File: src/rtl/mem_access_unit_if.sv
// Bus-side and RAM-side signal bundle for mem_access_unit.
// The slave modport is the unit's view; the master modport is the view of whatever drives it.
interface mem_access_unit_if #(
  parameter int ADDR_W = 18,
  parameter int BUS_W  = 18,
  parameter int MEM_W  = 8
);
  logic              req;
  logic              we;
  logic [ADDR_W-1:0] addr;
  logic [BUS_W-1:0]  wdata;
  logic              busy;
  logic              done;
  logic [BUS_W-1:0]  rdata;
  logic              err;
  logic              mem_en;
  logic              mem_we;
  logic [ADDR_W-1:0] mem_addr;
  logic [MEM_W-1:0]  mem_wdata;
  logic [MEM_W-1:0]  mem_rdata;

  modport slave (
    input  req, we, addr, wdata, mem_rdata,
    output busy, done, rdata, err, mem_en, mem_we, mem_addr, mem_wdata
  );

  modport master (
    output req, we, addr, wdata, mem_rdata,
    input  busy, done, rdata, err, mem_en, mem_we, mem_addr, mem_wdata
  );
endinterface

File: src/rtl/mem_access_unit.sv
// Single-access controller between the processor bus registers and the 8-bit pixel RAM.
// Define MEM_ACCESS_RANGE_CHK_EN to reject addresses >= MEM_DEPTH with a one-cycle err pulse.
module mem_access_unit #(
  parameter int ADDR_W    = 18,
  parameter int BUS_W     = 18,
  parameter int MEM_W     = 8,
  parameter int RD_LAT    = 2,
  parameter int MEM_DEPTH = 262144
) (
  input logic               clk,
  input logic               rst,
  mem_access_unit_if.slave  bus
);

  localparam logic [1:0] S_IDLE    = 2'd0;
  localparam logic [1:0] S_ACCESS  = 2'd1;
  localparam logic [1:0] S_RD_WAIT = 2'd2;
  localparam logic [1:0] S_DONE    = 2'd3;

  localparam logic [2:0]        LAT_M1  = 3'(RD_LAT - 1);
  localparam logic [ADDR_W:0]   DEPTH_C = (ADDR_W + 1)'(MEM_DEPTH);

  logic [1:0]        state_q, state_d;
  logic [2:0]        cnt_q, cnt_d;
  logic              busy_q, busy_d;
  logic              done_q, done_d;
  logic              err_q, err_d;
  logic              oor_q, oor_d;
  logic              mem_en_q, mem_en_d;
  logic              mem_we_q, mem_we_d;
  logic [ADDR_W-1:0] mem_addr_q, mem_addr_d;
  logic [MEM_W-1:0]  mem_wdata_q, mem_wdata_d;
  logic [MEM_W-1:0]  rdata_q, rdata_d;
  logic              addr_oor;

`ifdef MEM_ACCESS_RANGE_CHK_EN
  assign addr_oor = ({1'b0, bus.addr} >= DEPTH_C);
`else
  assign addr_oor = 1'b0;
  logic unused_depth;
  assign unused_depth = ^DEPTH_C;
`endif

  // Upper write-data bits never reach the RAM.
  logic unused_wdata;
  assign unused_wdata = ^bus.wdata[BUS_W-1:MEM_W];

  always_comb begin
    state_d     = state_q;
    cnt_d       = cnt_q;
    busy_d      = busy_q;
    done_d      = 1'b0;
    err_d       = 1'b0;
    oor_d       = oor_q;
    mem_en_d    = mem_en_q;
    mem_we_d    = mem_we_q;
    mem_addr_d  = mem_addr_q;
    mem_wdata_d = mem_wdata_q;
    rdata_d     = rdata_q;
    case (state_q)
      S_IDLE: begin
        if (bus.req) begin
          mem_addr_d  = bus.addr;
          mem_wdata_d = bus.wdata[MEM_W-1:0];
          oor_d       = addr_oor;
          mem_en_d    = !addr_oor;
          mem_we_d    = bus.we && !addr_oor;
          busy_d      = 1'b1;
          state_d     = S_ACCESS;
        end
      end
      S_ACCESS: begin
        mem_en_d = 1'b0;
        mem_we_d = 1'b0;
        if (oor_q) begin
          done_d  = 1'b1;
          err_d   = 1'b1;
          state_d = S_DONE;
        end else if (mem_we_q) begin
          done_d  = 1'b1;
          state_d = S_DONE;
        end else if (LAT_M1 == 3'd0) begin
          rdata_d = bus.mem_rdata;
          done_d  = 1'b1;
          state_d = S_DONE;
        end else begin
          cnt_d   = LAT_M1;
          state_d = S_RD_WAIT;
        end
      end
      S_RD_WAIT: begin
        // cnt_q counts the edges still to go, this one included.
        cnt_d = cnt_q - 3'd1;
        if (cnt_q == 3'd1) begin
          rdata_d = bus.mem_rdata;
          done_d  = 1'b1;
          state_d = S_DONE;
        end
      end
      default: begin
        busy_d  = 1'b0;
        oor_d   = 1'b0;
        state_d = S_IDLE;
      end
    endcase
  end

  // Everything moves on the falling edge, in step with the register file.
  always_ff @(negedge clk) begin
    if (rst) begin
      state_q     <= S_IDLE;
      cnt_q       <= 3'd0;
      busy_q      <= 1'b0;
      done_q      <= 1'b0;
      err_q       <= 1'b0;
      oor_q       <= 1'b0;
      mem_en_q    <= 1'b0;
      mem_we_q    <= 1'b0;
      mem_addr_q  <= '0;
      mem_wdata_q <= '0;
      rdata_q     <= '0;
    end else begin
      state_q     <= state_d;
      cnt_q       <= cnt_d;
      busy_q      <= busy_d;
      done_q      <= done_d;
      err_q       <= err_d;
      oor_q       <= oor_d;
      mem_en_q    <= mem_en_d;
      mem_we_q    <= mem_we_d;
      mem_addr_q  <= mem_addr_d;
      mem_wdata_q <= mem_wdata_d;
      rdata_q     <= rdata_d;
    end
  end

  assign bus.busy      = busy_q;
  assign bus.done      = done_q;
  assign bus.err       = err_q;
  assign bus.mem_en    = mem_en_q;
  assign bus.mem_we    = mem_we_q;
  assign bus.mem_addr  = mem_addr_q;
  assign bus.mem_wdata = mem_wdata_q;
  assign bus.rdata     = {{(BUS_W - MEM_W){1'b0}}, rdata_q};

endmodule

File: src/flat_wrapper.sv
// flat-port wrapper written by rule: the top's interface ports become plain ports
module mem_access_unit_flat 
#(
  parameter int ADDR_W    = 18,
  parameter int BUS_W     = 18,
  parameter int MEM_W     = 8,
  parameter int RD_LAT    = 2,
  parameter int MEM_DEPTH = 262144
)
  (clk, rst, bus_req, bus_we, bus_addr, bus_wdata, bus_mem_rdata, bus_busy, bus_done, bus_rdata, bus_err, bus_mem_en, bus_mem_we, bus_mem_addr, bus_mem_wdata);
  mem_access_unit_if #(.ADDR_W(ADDR_W), .BUS_W(BUS_W), .MEM_W(MEM_W)) bus_i ();
  input logic clk;
  input logic rst;
  input wire logic [$bits(bus_i.req)-1:0] bus_req;
  input wire logic [$bits(bus_i.we)-1:0] bus_we;
  input wire logic [$bits(bus_i.addr)-1:0] bus_addr;
  input wire logic [$bits(bus_i.wdata)-1:0] bus_wdata;
  input wire logic [$bits(bus_i.mem_rdata)-1:0] bus_mem_rdata;
  output wire logic [$bits(bus_i.busy)-1:0] bus_busy;
  output wire logic [$bits(bus_i.done)-1:0] bus_done;
  output wire logic [$bits(bus_i.rdata)-1:0] bus_rdata;
  output wire logic [$bits(bus_i.err)-1:0] bus_err;
  output wire logic [$bits(bus_i.mem_en)-1:0] bus_mem_en;
  output wire logic [$bits(bus_i.mem_we)-1:0] bus_mem_we;
  output wire logic [$bits(bus_i.mem_addr)-1:0] bus_mem_addr;
  output wire logic [$bits(bus_i.mem_wdata)-1:0] bus_mem_wdata;
  assign bus_i.req = bus_req;
  assign bus_i.we = bus_we;
  assign bus_i.addr = bus_addr;
  assign bus_i.wdata = bus_wdata;
  assign bus_i.mem_rdata = bus_mem_rdata;
  assign bus_busy = bus_i.busy;
  assign bus_done = bus_i.done;
  assign bus_rdata = bus_i.rdata;
  assign bus_err = bus_i.err;
  assign bus_mem_en = bus_i.mem_en;
  assign bus_mem_we = bus_i.mem_we;
  assign bus_mem_addr = bus_i.mem_addr;
  assign bus_mem_wdata = bus_i.mem_wdata;
  mem_access_unit #(.ADDR_W(ADDR_W), .BUS_W(BUS_W), .MEM_W(MEM_W), .RD_LAT(RD_LAT), .MEM_DEPTH(MEM_DEPTH)) u_core (.clk(clk), .rst(rst), .bus(bus_i));
endmodule
File: config.mk
export PLATFORM = sky130hd
export DESIGN_NAME = mem_access_unit_flat
export DESIGN_NICKNAME = d
export VERILOG_FILES = /design/src/rtl/mem_access_unit_if.sv /design/src/rtl/mem_access_unit.sv /design/src/flat_wrapper.sv
export SDC_FILE = /design/constraint.sdc
export NUM_CORES = 1
export LEC_CHECK = 0
export ABC_AREA = 1
export BUFFER_PORTS_ARGS = -buffer_cell sky130_fd_sc_hd__buf_2
export CORE_AREA = 5 5 71 73
export CTS_BUF_LIST = sky130_fd_sc_hd__clkbuf_8 sky130_fd_sc_hd__clkbuf_16
export DETAILED_ROUTE_END_ITERATION = 8
export DIE_AREA = 0 0 76 78
export MAX_ROUTING_LAYER = met4
export PLACE_DENSITY_LB_ADDON = 0.15
export SLEW_MARGIN = 20
export SYNTH_ARGS = -nofsm -noshare
export SYNTH_HDL_FRONTEND = slang
export SYNTH_SLANG_ARGS = --single-unit
export TNS_END_PERCENT = 20
File: constraint.sdc
create_clock -name clk -period 1.4 [get_ports clk]
set_input_delay 0.07 -clock clk [delete_from_list [all_inputs] [get_ports clk]]
set_output_delay 0.07 -clock clk [all_outputs]
set_load 0.03 [all_outputs]
# After elaboration in Yosys (flattened, before gate mapping)
# Index checks and enable logic that the tools add are counted.
# word_totals
register_bits	45
in_bits	48
out_inout_bits	49
wordCells	52
# classes
n_addsub	1
n_eq_ne	7
mux	20
bitwise	2
reduce_logical	11
# op_table
cell	count
one-hot mux 1 bit (2 select lines)	5
AND reduction 2 bit	5
two-way mux 1 bit	8
two-way mux 2 bit	3
two-way mux 3 bit	2
!= test 2 bit (second input constant)	3
one-hot mux 2 bit (3 select lines)	1
one-hot mux 3 bit (2 select lines)	1
nonzero test 2 bit	2
OR reduction 2 bit	2
== test 3 x 1 -> 1 bit (second input constant)	1
AND reduction 3 bit	1
subtractor 3 x 1 -> 3 bit (second input constant)	1
== test 2 x 1 -> 1 bit (second input constant)	1
== test 2 bit (second input constant)	1
zero test 2 bit	1
!= test 2 x 1 -> 1 bit (second input constant)	1
inverter 1 bit	2

# Depth between registers and ports, before layout
# Gate-level depths: netlist (run 1).
# depth
ltp_word	4
depth_mapped	8
mapped_depth_nobuf	8

==> impl_results.md, run 1 <==
- Via count: 1,814
- Critical path's top delay family: flip-flops
- First-pass GRT wire length: roughly 7.7 mm
- Fin area: 2890 um2
- Bufs and invs on worst path: 1
- Crit path DAT: 1530 ps
- Simple-Gate Fraction of Synth Area: a little under a fifth
- Post-DRT Antenna Nets: 0
- Final WS setup: -201 ps
- Yosys top cell area share: 46.0%
- Global Route Usage Sum: 15.7%
- RePlAce Congestion: approximately 0.7
- ANT cells: 0
- Drt pass-1 iters: 4
- # rows: 24
- Final max-slew violation count: 0
- Gate count after technology mapping: ~230
- Worst vdd ir: 1.08 mV
- Hold worst-path end: u_core.rdata_q[4]$_SDFFE_NP0P_
- Failing checks: setup timing
- Core ar.: 4290 um2
- Worst endpoint required time: 1330 ps
- # H-tree levels: 2
- Final WL: 4.40 mm
- Hpwl dp: 3.01 mm
- R2r endpoint: u_core.cnt_q[2]$_SDFFE_NP0P_
- Hold Crit Depth: 2
- CTS tree: done
- Initial antenna violation count: 0
- Vias in the first global route: 1,917
- Drt wl/cell: 10.8 um
- Placed Cells incl. Taps: 354
- R2R depth: 5
- Mean Syn Cell Area: slightly above 8 um2
- Layout cells sized above 1: between 40% and 50%
- Die width: 76 um
- Post-synth EDFFs: 0
- Max-cap violation count: 0
- Initial DRC count: 96
- Area leader, netlist: dfxtp_1
- RSZ-0062 raised after global routing: yes
- Setup violations, final: 38
- Crit-path slowest cell: dfxtp_2
- Post-synthesis sequential area ratio: roughly 46%
- Worst setup SP type: register
- Overflow after GRT: 0
- Final Core Density: 67.3%
- Io pins: 97
- Post-synthesis compound-gate area fraction: 17.9%
- Crit-path max cell delay: 340 ps
- Multiplexer area fraction after synthesis: 0%
- Most used flip-flop cell after synthesis: dfxtp_1
- Status: complete, but fails checks
- Net count, final: 407
- Root Driver: clkbuf_8
- Reg-to-reg startpoint: u_core.state_q[1]$_SDFFE_NP0P_
- CP cell instances: buf_6
- Most common cell in the netlist: nor2_1
- Area share of fa/ha/maj cells after synthesis: 4.01%
- Layout area overhead: 54.4%
- PortBufs: 75
- Yosys warns: 0
- Unique masters post-synth: 21
- Xor and xnor area share after synthesis: 0%
- CTS Hold Bufs: 0
- DRC errors left: 0
- Die area: roughly 5900 um2
- Die Ht: 78 um
- PwrDens: 2060 nW/um2
- Clk buf depth: 2
- CP Capture Type: output port
- Main combinational cell family by area after synthesis: simple AND/OR/NAND/NOR gates
- Fill cell count: 373
- Vias/cell: between 4 and 5
- Largest net degree at the start of global routing: 29
- Critical path class: register to output port
- Worst Min Path Start: u_core.rdata_q[4]$_SDFFE_NP0P_
- Final hold violation count: 0
- Worst-skew pair later-pin latency: 360 ps
- Synth top cells by count: nor2_1 (60), dfxtp_1 (43), o21ai_2 (20)
- Mapped Area: 1870 um2
- Fin cells: 406
- DP Area: ~2300 um2
- Initial Util: 43.6%
- Hold WC Path Type: register to register
- Leakage: around 0.0015 uW
- Fin Hold WS: 443 ps
- Skew final: 12.2 ps
- Asr flop ratio synth: 0%
- Critical path peak fanout: 2
- CTS Buf Count: 5
- R2r setup slk: 90 ps
- Clk sink count: 43
- Synthesized flop and latch total: 43
- Worst-path clk slew: ~40 ps
- Synth area leaders: dfxtp_1 (46%), nor2_1 (12%), o21ai_2 (9.4%)
-- power breakdown --
| part | leakage, uW | internal [uW] | switching (uW) |
|---|---|---|---|
| Sequential | 0.000369 | 1630 | 223 |
| Combinational | 0.000832 | 1120 | 1580 |
| Clock | 0.000289 | 689 | 723 |
| Total | 0.00149 | 3430 | 2530 |
-- timing repair --
item,4_1_cts,5_1_grt
resized for setup,114,6
setup endpoints to repair,39,77
endpoints found under the hold margin,0,0
cloned,0,0
setup buffers,1,1
-- kinds of logic after synthesis --
family,count (synthesis)
AOI/OAI and AO/OA,50
adders and majority gates,6
buffers and inverters,40
DFF,43
other,1
and+or+nand+nor,86
-- layout make-up --
class | instances | area, um2 | share of cell area [%]
clock inverters | 46 | 204 | 7.06
flip-flops and latches | 43 | 910 | 31.5
inverters | 19 | 72.6 | 2.51
repair buffers | 88 | 761 | 26.3
multi-input cells | 153 | 810 | 28.0
clock buffers | 5 | 68.8 | 2.38
well taps | 52 | 65.1 | 2.25
-- stage by stage --
step	total power, uW	TNS, ps	setup WS [ps]
global placement	4270	-3340	-128
global route	6550	-8130	-246
CTS	6010	-7130	-221
floorplan	3730	0	58.9
finish	5960	-6630	-201
detailed placement	4290	-3800	-156
-- state kept, by name, summed over array words and instances, names as in the netlist --
register              flops
u_core.rdata_q            8
u_core.state_q            2
u_core.cnt_q              3
u_core.bus.busy           1
u_core.bus.mem_en         1
u_core.bus.done           1
u_core.bus.mem_we         1
u_core.bus.mem_wdata      8
u_core.bus.mem_addr      18
-- worst max-delay path by stage --
stage / cells past startpoint / start / endpoint
after global placement: 6 / bus_req / u_core.bus.mem_addr[14]$_SDFFE_NP0P_
after CTS: 1 / u_core.bus.mem_en$_SDFFE_NP0P_ / bus_mem_en
after global routing: 1 / u_core.bus.mem_addr[14]$_SDFFE_NP0P_ / bus_mem_addr[14]
final: 1 / u_core.bus.mem_en$_SDFFE_NP0P_ / bus_mem_en
after detailed placement: 6 / bus_req / u_core.bus.mem_addr[2]$_SDFFE_NP0P_
after floorplan: 5 / bus_req / u_core.bus.mem_addr[0]$_SDFFE_NP0P_
-- cell usage in the layout (no fill, tap or decap), drive strengths merged --
| cell | count |
|---|---|
| buf | 88 |
| inv | 62 |
| nor2 | 60 |
| dfxtp | 43 |
| o21ai | 36 |
| nand2 | 19 |
| a21oi | 12 |
| conb | 11 |
| nand3 | 6 |
| ha | 6 |
| clkbuf | 5 |
| clkinv | 2 |
| a211oi | 2 |
| nand4 | 1 |
| bufinv | 1 |
-- per-layer routing --
metal	vias up	share of wire, %	track usage, %
li1	949	-	-
met1	799	42	16.6
met2	55	49	24.6
met3	11	6.2	5.79
met4	0	2.1	10.7
met5	-	0	-
(Power assumes the default switching activity.)
==> run 2, diff against run 1 <==
--- a/config.mk
+++ b/config.mk
@@ -9,10 +9,12 @@
 export BUFFER_PORTS_ARGS = -buffer_cell sky130_fd_sc_hd__buf_2
 export CORE_AREA = 5 5 71 73
 export CTS_BUF_LIST = sky130_fd_sc_hd__clkbuf_8 sky130_fd_sc_hd__clkbuf_16
+export CTS_CLUSTER_SIZE = 25
 export DETAILED_ROUTE_END_ITERATION = 8
 export DIE_AREA = 0 0 76 78
 export MAX_ROUTING_LAYER = met4
 export PLACE_DENSITY_LB_ADDON = 0.15
+export SKIP_LAST_GASP = 1
 export SLEW_MARGIN = 20
 export SYNTH_ARGS = -nofsm -noshare
 export SYNTH_HDL_FRONTEND = slang
==> constraint.sdc (replaced) <==
create_clock -name clk -period 1.4 [get_ports clk]
set_input_delay 0.07 -clock clk [delete_from_list [all_inputs] [get_ports clk]]
set_output_delay 0.07 -clock clk [all_outputs]
set_load 0.05 [all_outputs]
==> run 2 against run 1 <==
- the flow still finishes with violations (setup timing)
- non-clock buffer count fell by 1
- power rose by 8.5%
- sequential power barely moved
- wire length rose by 2.0%
- count of clock-buffer cells in the layout did not move
- clock power barely moved
- combinational power rose by 17%
- setup slack got worse by 23 ps
- clock skew rose by 3.4 ps
- critical endpoint unchanged
==> impl_results.md, run 2 (synthesis results as in run 1) <==
- Setup TNS: -7870 ps
- CTS tree: done
- Worst vdd ir: 0.964 mV
- RSZ-0062 raised after global routing: yes
- CP Capture Type: output port
- Crit-path max cell delay: 350 ps
- # H-tree levels: 2
- Critical path peak fanout: 2
- Max-cap violation count: 0
- Fill cell count: 365
- Most frequent cells in the layout: inv_1 (60), nor2_1 (60), buf_2 (37), dfxtp_2 (33), buf_6 (23)
- Initial DRC count: 52
- Layout area overhead: 56.2%
- PwrDens: 2210 nW/um2
- Hpwl dp: 3.12 mm
- Vias in the first global route: 1,796
- DRC errors left: 0
- Fin area: 2920 um2
- Skew final: ~16 ps
- Leakage: 0.00150 uW
- Worst-skew pair later-pin latency: around 370 ps
- Drt wl/cell: about 11 um
- Vias/cell: 4.50
- Critical path class: register to output port
- DP Area: 2310 um2
- Largest net degree at the start of global routing: 29
- Dpl ws: -163 ps
- Bufs and invs on worst path: 1
- Core ar.: 4290 um2
- CP cell instances: buf_8
- Post-DRT Antenna Nets: 0
- Final WL: 4.49 mm
- Die width: 76 um
- Io pins: 97
- First-pass GRT wire length: roughly 7.6 mm
- Via count: 1,821
- CTS Hold Bufs: 0
- Overflow after GRT: 0
- Max reg flops: 18
- Layout cells sized above 1: 43.3%
- Initial Util: 43.6%
- PortBufs: 75
- Setup violations, final: 38
- CTS Buf Count: 5
- Worst setup SP type: register
- Critical path's top delay family: flip-flops
- Status: complete, but fails checks
- R2r setup slk: 40 ps
- Clk sink count: 43
- Fin cells: 405
- Hold WC Path Type: register to register
- Failing checks: setup timing
- Worst endpoint required time: around 1300 ps
- Clk buf depth: 2
- Die area: 5930 um2
- Worst-path clk slew: 30 ps
- Global Route Usage Sum: between 15 and 20%
- Initial antenna violation count: 0
- Drt pass-1 iters: 4
- Root Driver: clkbuf_8
- Placed Cells incl. Taps: 354
- Final WS setup: -225 ps
- RePlAce Congestion: 0.693
- Crit-path slowest cell: dfxtp_2
- Die Ht: 78 um
- ANT cells: 0
- Final hold violation count: 0
- # rows: 24
- Net count, final: 406
- Crit path DAT: approximately 1600 ps
- Final max-slew violation count: 0
## run 2: cell count changes in the layout (fill, tap and decap cells not counted), sizes merged
| cell | delta |
|---|---|
| buf | -1 |
| clkinv | -1 |
| inv | +1 |
## run 2: power by group
| group | switching [uW] | internal, uW |
|---|---|---|
| logic | 1980 | 1180 |
| clock network | 744 | 699 |
| registers | 243 | 1620 |
| total | 2970 | 3500 |
## run 2: metal layers
metal	share of wire, %	global-route usage, %	vias up
met2	51	24.8	59
met5	0	-	-
li1	-	-	946
met3	7.2	6.37	6
met4	1.1	8.90	0
met1	40	16.4	810
## run 2: repair_timing
action	CTS	global route
resized for setup	103	21
setup buffers	0	1
endpoints found under the setup margin	38	77
pin swaps	0	0
## run 2: path summary, 6_finish.rpt
check                            startpoint  cells after the start                              endpoint
max          u_core.bus.mem_en$_SDFFE_NP0P_                      1                            bus_mem_en
min          u_core.rdata_q[4]$_SDFFE_NP0P_                      2        u_core.rdata_q[4]$_SDFFE_NP0P_
max reg2reg  u_core.state_q[0]$_SDFFE_NP0P_                      7  u_core.bus.mem_wdata[3]$_SDFFE_NP0P_
min reg2reg  u_core.rdata_q[4]$_SDFFE_NP0P_                      2        u_core.rdata_q[4]$_SDFFE_NP0P_
## run 2: final cells by class
cell class              instances  area [um2]  area share [%]
flip-flops and latches         43         902            30.9
repair buffers                 87         810            27.7
multi-input cells             153         800            27.3
clock inverters                46         206            7.06
inverters                      19        72.6            2.48
clock buffers                   5        68.8            2.35
well taps                      52        65.1            2.23
## run 2: stage by stage
stage	hold slack, ps	power [uW]	util (%)
after floorplan	506	4140	-
after global placement	428	4680	53.8
after detailed placement	434	4720	53.8
after CTS	449	6460	66.6
after global routing	464	7020	68.1
final	442	6470	68.1
